File: config.mk
export PLATFORM = sky130hd
export DESIGN_NAME = endstop_guard
export DESIGN_NICKNAME = d
export VERILOG_FILES = /design/src/rtl/endstop_guard.sv
export SDC_FILE = /design/constraint.sdc
export NUM_CORES = 1
export LEC_CHECK = 0
export ABC_AREA = 1
export BUFFER_PORTS_ARGS = -buffer_cell sky130_fd_sc_hd__buf_4
export CAP_MARGIN = 20
export CORE_ASPECT_RATIO = 1.75
export CORE_MARGIN = 5
export CORE_UTILIZATION = 43
export DETAILED_ROUTE_END_ITERATION = 16
export PLACE_DENSITY = 0.64
export SYNTH_ARGS = -nofsm -noshare
export SYNTH_HDL_FRONTEND = slang
export SYNTH_SLANG_ARGS = --single-unit
File: constraint.sdc
create_clock -name clk -period 5.6 [get_ports clk]
set_input_delay 1.12 -clock clk [delete_from_list [all_inputs] [get_ports clk]]
set_output_delay 1.12 -clock clk [all_outputs]
set_load 0.05 [all_outputs]
File: src/rtl/endstop_guard.sv
// endstop_guard: debounced endstop inputs mapped onto motor channels.
// Raises abort requests with a post-trigger window, lockout and unlock.
module endstop_guard #(
  parameter int N_ENDSTOPS = 8,
  parameter int N_MOTORS   = 4,
  parameter int DEB_W      = 8,
  parameter int TO_W       = 32,
  localparam int SEL_W     = $clog2(N_ENDSTOPS),
  localparam int CFG_W     = SEL_W + 2
) (
  input  logic                      clk,
  input  logic                      rst,
  input  logic [N_ENDSTOPS-1:0]     es_raw,
  input  logic [DEB_W-1:0]          deb_len,
  input  logic [N_MOTORS*CFG_W-1:0] motor_cfg,
  input  logic [N_MOTORS-1:0]       motor_dir,
  input  logic [N_MOTORS-1:0]       motor_active,
  input  logic [TO_W-1:0]           es_timeout,
  input  logic                      unlock_stb,
  output logic [N_ENDSTOPS-1:0]     es_state,
  output logic [N_MOTORS-1:0]       abort_req,
  output logic [N_MOTORS-1:0]       abort_mask,
  output logic                      locked,
  output logic                      timed_out
);

  localparam int SEL_N = 1 << SEL_W;

  typedef enum logic [1:0] {
    S_LOCKED,
    S_ARMED,
    S_TRIG
  } state_t;

  logic [N_ENDSTOPS-1:0] sync1;
  logic [N_ENDSTOPS-1:0] sync2;
  logic [N_ENDSTOPS-1:0] es_q;
  logic [DEB_W-1:0]      deb_cnt [N_ENDSTOPS];
  logic [DEB_W-1:0]      deb_lim;
  logic [DEB_W-1:0]      deb_top;
  logic [SEL_N-1:0]      es_ext;
  logic [N_MOTORS-1:0]   hit;
  logic [N_MOTORS-1:0]   new_hit;

  state_t                state_q;
  state_t                state_d;
  logic [N_MOTORS-1:0]   mask_q;
  logic [N_MOTORS-1:0]   mask_d;
  logic [N_MOTORS-1:0]   req_q;
  logic [N_MOTORS-1:0]   req_d;
  logic [TO_W-1:0]       to_q;
  logic [TO_W-1:0]       to_d;
  logic                  tmo_q;
  logic                  tmo_d;

  // Zero length filters behave like a one-cycle filter.
  assign deb_lim = (deb_len == '0) ? DEB_W'(1) : deb_len;
  assign deb_top = deb_lim - DEB_W'(1);

  // Two-flop synchroniser on every raw endstop level.
  always_ff @(posedge clk) begin
    if (rst) begin
      sync1 <= '0;
      sync2 <= '0;
    end else begin
      sync1 <= es_raw;
      sync2 <= sync1;
    end
  end

  // Per-input debounce: flip only after deb_len cycles of disagreement.
  always_ff @(posedge clk) begin
    if (rst) begin
      es_q <= '0;
      for (int i = 0; i < N_ENDSTOPS; i++) begin
        deb_cnt[i] <= '0;
      end
    end else begin
      for (int i = 0; i < N_ENDSTOPS; i++) begin
        if (sync2[i] == es_q[i]) begin
          deb_cnt[i] <= '0;
        end else if (deb_cnt[i] >= deb_top) begin
          es_q[i]    <= ~es_q[i];
          deb_cnt[i] <= '0;
        end else begin
          deb_cnt[i] <= deb_cnt[i] + DEB_W'(1);
        end
      end
    end
  end

  // Pad the debounced vector so every select code indexes in range.
  always_comb begin
    es_ext = '0;
    es_ext[N_ENDSTOPS-1:0] = es_q;
  end

  for (genvar m = 0; m < N_MOTORS; m++) begin : g_hit
    logic [CFG_W-1:0] cfg;
    logic [SEL_W-1:0] sel;
    logic             abort_dir;
    logic             en;
    logic             sel_ok;

    assign cfg       = motor_cfg[m*CFG_W +: CFG_W];
    assign sel       = cfg[SEL_W-1:0];
    assign abort_dir = cfg[SEL_W];
    assign en        = cfg[SEL_W+1];
    assign sel_ok    = int'(sel) < N_ENDSTOPS;
    assign hit[m]    = en & sel_ok & motor_active[m]
                     & es_ext[sel]
                     & (motor_dir[m] == abort_dir);
  end

  assign new_hit = hit & ~mask_q;

  // Guard state and its sticky/pulse registers.
  always_ff @(posedge clk) begin
    if (rst) begin
      state_q <= S_LOCKED;
      mask_q  <= '0;
      req_q   <= '0;
      to_q    <= '0;
      tmo_q   <= 1'b0;
    end else begin
      state_q <= state_d;
      mask_q  <= mask_d;
      req_q   <= req_d;
      to_q    <= to_d;
      tmo_q   <= tmo_d;
    end
  end

  // Next state: unlock always wins over a hit in the same cycle.
  // The window counts es_timeout cycles of TRIG, at least one.
  always_comb begin
    state_d = state_q;
    mask_d  = mask_q;
    req_d   = '0;
    to_d    = to_q;
    tmo_d   = tmo_q;
    unique case (state_q)
      S_LOCKED: begin
        if (unlock_stb) begin
          state_d = S_ARMED;
          mask_d  = '0;
          tmo_d   = 1'b0;
        end
      end
      S_ARMED: begin
        if (unlock_stb) begin
          mask_d = '0;
          tmo_d  = 1'b0;
        end else if (|hit) begin
          state_d = S_TRIG;
          mask_d  = mask_q | hit;
          req_d   = hit;
          to_d    = es_timeout;
        end
      end
      S_TRIG: begin
        if (unlock_stb) begin
          state_d = S_ARMED;
          mask_d  = '0;
          tmo_d   = 1'b0;
          to_d    = '0;
        end else begin
          mask_d = mask_q | new_hit;
          req_d  = new_hit;
          if (to_q <= TO_W'(1)) begin
            state_d = S_LOCKED;
            tmo_d   = 1'b1;
            to_d    = '0;
          end else begin
            to_d = to_q - TO_W'(1);
          end
        end
      end
      default: begin
        state_d = S_LOCKED;
      end
    endcase
  end

  assign es_state   = es_q;
  assign abort_req  = req_q;
  assign abort_mask = mask_q;
  assign locked     = (state_q == S_LOCKED);
  assign timed_out  = tmo_q;

endmodule

==> flow_summary_export.csv <==
group,metric,value,unit
status,status,"completed",
power,powerDensity,355,mW/mm^2
route,num_vias,7756,
clock_network,cts.sink_count,131,
power,vdd_ir_drop_max,0.000294,V
final_layout,n_antenna_cell,0,
setup_path,rr_startpoint,"state_q[0]$_SDFFE_PP0P_",
timing,fin_worst_skew,0.0114,ns
place,gp_congestion,0.844,
setup_path,setup.worst_path.end_class,"register",
clock_network,cts_max_path_buffers,2,
setup_path,required,5.86,ns
yosys,synth.distinct_cells,38,
grt,grt_max_degree,65,
grt,grt_pass1_vias,7474,
yosys,avgSynthCellArea,7.59,sq um
yosys,yosysMostFrequentCell,"nand2_1",
clock_network,cts_made_buffers,17,
timing,setup_tns,0,ns
final_layout,fin_nets,1484,
setup_path,crit_arrival,4.09,ns
yosys,synth_ff_type,"dfxtp_1",
hold_path,holdPathEnd,"sync2[4]$_SDFF_PP0_",
yosys,syn_area,0.00881,sq mm
final_layout,fin_cells,1587,
hold_path,hp-class,"register to register",
place,placed_cells,1555,
timing,rsz0062_at_grt,"false",
yosys,yosysTopAreaCellShare,21.8,%
grt,grt_usage,18.4,%
yosys,ys_seq_elements,131,
place,port_buffers,96,
yosys,synth_area_leaders,"edfxtp_1 (22%), dfxtp_1 (15%), ha_1 (11%)",
timing,max_clock_freq,261,MHz
hold_path,hold_depth,2,
setup_path,path_max_fanout,11,
yosys,synthCells,1160,
hold_path,worstHoldStart,"sync1[4]$_SDFF_PP0_",
yosys,async_reset_ff_share,0,%
floorplan,dieArea,0.0236,sq mm
setup_path,worstSetupStartpointType,"input port",
timing,setup_violations,0,
clock_network,htreeDepth,4,
timing,final_max_slew_viol_count,0,
clock_network,root_buffer,"clkbuf_16",
final_layout,area_growth,20.6,%
power,leakagePower,0.00511,uW
yosys,synth_edf_count,64,
route,drtAntennaViolNets,0,
final_layout,drive_gt1_share,12.3,%
timing,fin_crit_sh,68.5,%
timing,finalHoldViolations,0,
floorplan,fp.coreArea,0.0203,sq mm
clock_network,cts_tree,"done",
setup_path,r2r_cells,11,
grt,antenna_found_initial,0,
timing,worst_slew_pin_slew,0.978,ns
clock_network,clk_pin_slew_worst_paths,0.06,ns
yosys,ys_seq_area_share,37.1,%
route,drcViolationCount,0,
grt,grt_pass1_wl,34.8,mm
yosys,synth.largest_area_cell,"edfxtp_1",
setup_path,reg2reg_slack,3.03,ns
setup_path,r2r-end,"state_q[0]$_SDFFE_PP0P_",
setup_path,crit_type,"input port to register",
timing,max-slew-margin-rel,34.8,%
clock_network,insertion_delay,0.43,ns
floorplan,floorplan.initialDensity,43.4,%
timing,setup_slack,1.77,ns
timing,layout_min_cycle_time,3.83,ns
route,vias_per_cell,4.89,
route,finalWirelength,21.6,mm
clock_network,post_cts_buffers,0,
run,maxCapViolCount,0,
route,drt_iter0_drc,251,
floorplan,io_pins,97,
grt,gr-total-overflow,0,
clock_network,ctsHoldBuffers,0,
floorplan,die_w,118,microns
yosys,yosysWarnings,0,
place,place_ws,1.29,ns
floorplan,dieHeight,199,microns
route,first_pass_iters,4,
yosys,yosys-top-cells-count,"nand2_1 (258), nor2_1 (212), inv_1 (131)",
floorplan,num_rows,69,
clock_network,cts_resized,0,
route,wl_per_cell,13.6,microns
place,dpl.hpwl,16.8,mm
power breakdown:
part / switching [uW] / internal [uW]
Clock: 435 / 723
Sequential: 132 / 1120
Combinational: 888 / 469
Total: 1460 / 2320
placed cells by master (no fill, tap or decap), drive strengths merged, types with 5 or more instances in the layout:
master and instances:
xnor2 17, or2 5, o21ai 55, buf 103, dfxtp 67, edfxtp 64
a21oi 50, conb 64, nor3 9, nand3b 16, clkbuf 22, nor2 219
xor2 60, inv 140, o2111ai 8, nand4 25, nand2 265, ha 79
nand3 52
worst max-delay path: stages:
cell and delay, ns:
buf_4 0.12, nor4_1 0.34, a31oi_1 0.13, buf_4 0.21
nand2_1 0.08, xor2_1 0.67, ha_1 0.38, a21oi_1 0.12
o21ai_0 0.09, nand2_1 0.06, o2111ai_1 0.14, nand3b_1 0.38
a21oi_1 0.25
metrics by stage:
stage	hold slack [ns]	area, sq um	util [%]	total power, uW
CTS	0.411	10600	52.3	3810
global placement	0.397	10000	49.3	2620
floorplan	0.388	9040	-	2340
detailed placement	0.399	10000	49.3	2640
finish	0.407	10600	52.3	3770
global route	0.417	10600	52.3	4050
worst max path at each step:
stage                     slack (ns)                      endpoint  cells past startpoint        from
after floorplan                 1.67  deb_cnt[1][11]$_SDFFCE_PN0P_                     11  deb_len[1]
after global placement          1.33  deb_cnt[1][11]$_SDFFCE_PN0P_                     13  deb_len[2]
after detailed placement        1.29  deb_cnt[1][11]$_SDFFCE_PN0P_                     13  deb_len[2]
after CTS                       1.73  deb_cnt[1][19]$_SDFFCE_PP0P_                     13  deb_len[2]
after global routing            1.45   deb_cnt[0][3]$_SDFFCE_PN0P_                     13  deb_len[2]
final                           1.77   deb_cnt[0][3]$_SDFFCE_PN0P_                     13  deb_len[2]
cell type report:
cell class | count | area (sq um)
fill | 1982 | 9670
tap | 248 | 310
clock inverter | 10 | 118
sequential | 131 | 3260
inverter | 137 | 517
clock buffer | 22 | 497
timing repair buffer | 103 | 773
multi-input combinational | 936 | 5140
sequential cells by signal (all words and copies together), names as in the netlist:
register,cells
deb_cnt,64
abort_mask,4
state_q,2
to_q,32
sync2,8
timed_out,1
es_state,8
sync1,8
abort_req,4
per-layer routing:
metal | up-vias | routed length, microns | global-route usage [%]
met1 | 3507 | 8480 | 19.2
met2 | 147 | 11500 | 35.3
met3 | 53 | 819 | 3.77
met4 | 0 | 770 | 8.16
li1 | 4049 | - | -
met5 | - | 0 | 0
kinds of logic (layout without fill, tap and decap cells):
logic type,after synthesis,in the layout,synth area share (%)
adders and majority gates,79,79,11.2
other,1,64,0.0426
AOI/OAI and AO/OA,120,120,7.32
xor gates and xnor gates,77,77,7.66
buffers and inverters,156,272,7.26
DFF,131,131,37.1
and+or+nand+nor,596,596,29.5
(Power assumes the default switching activity.)
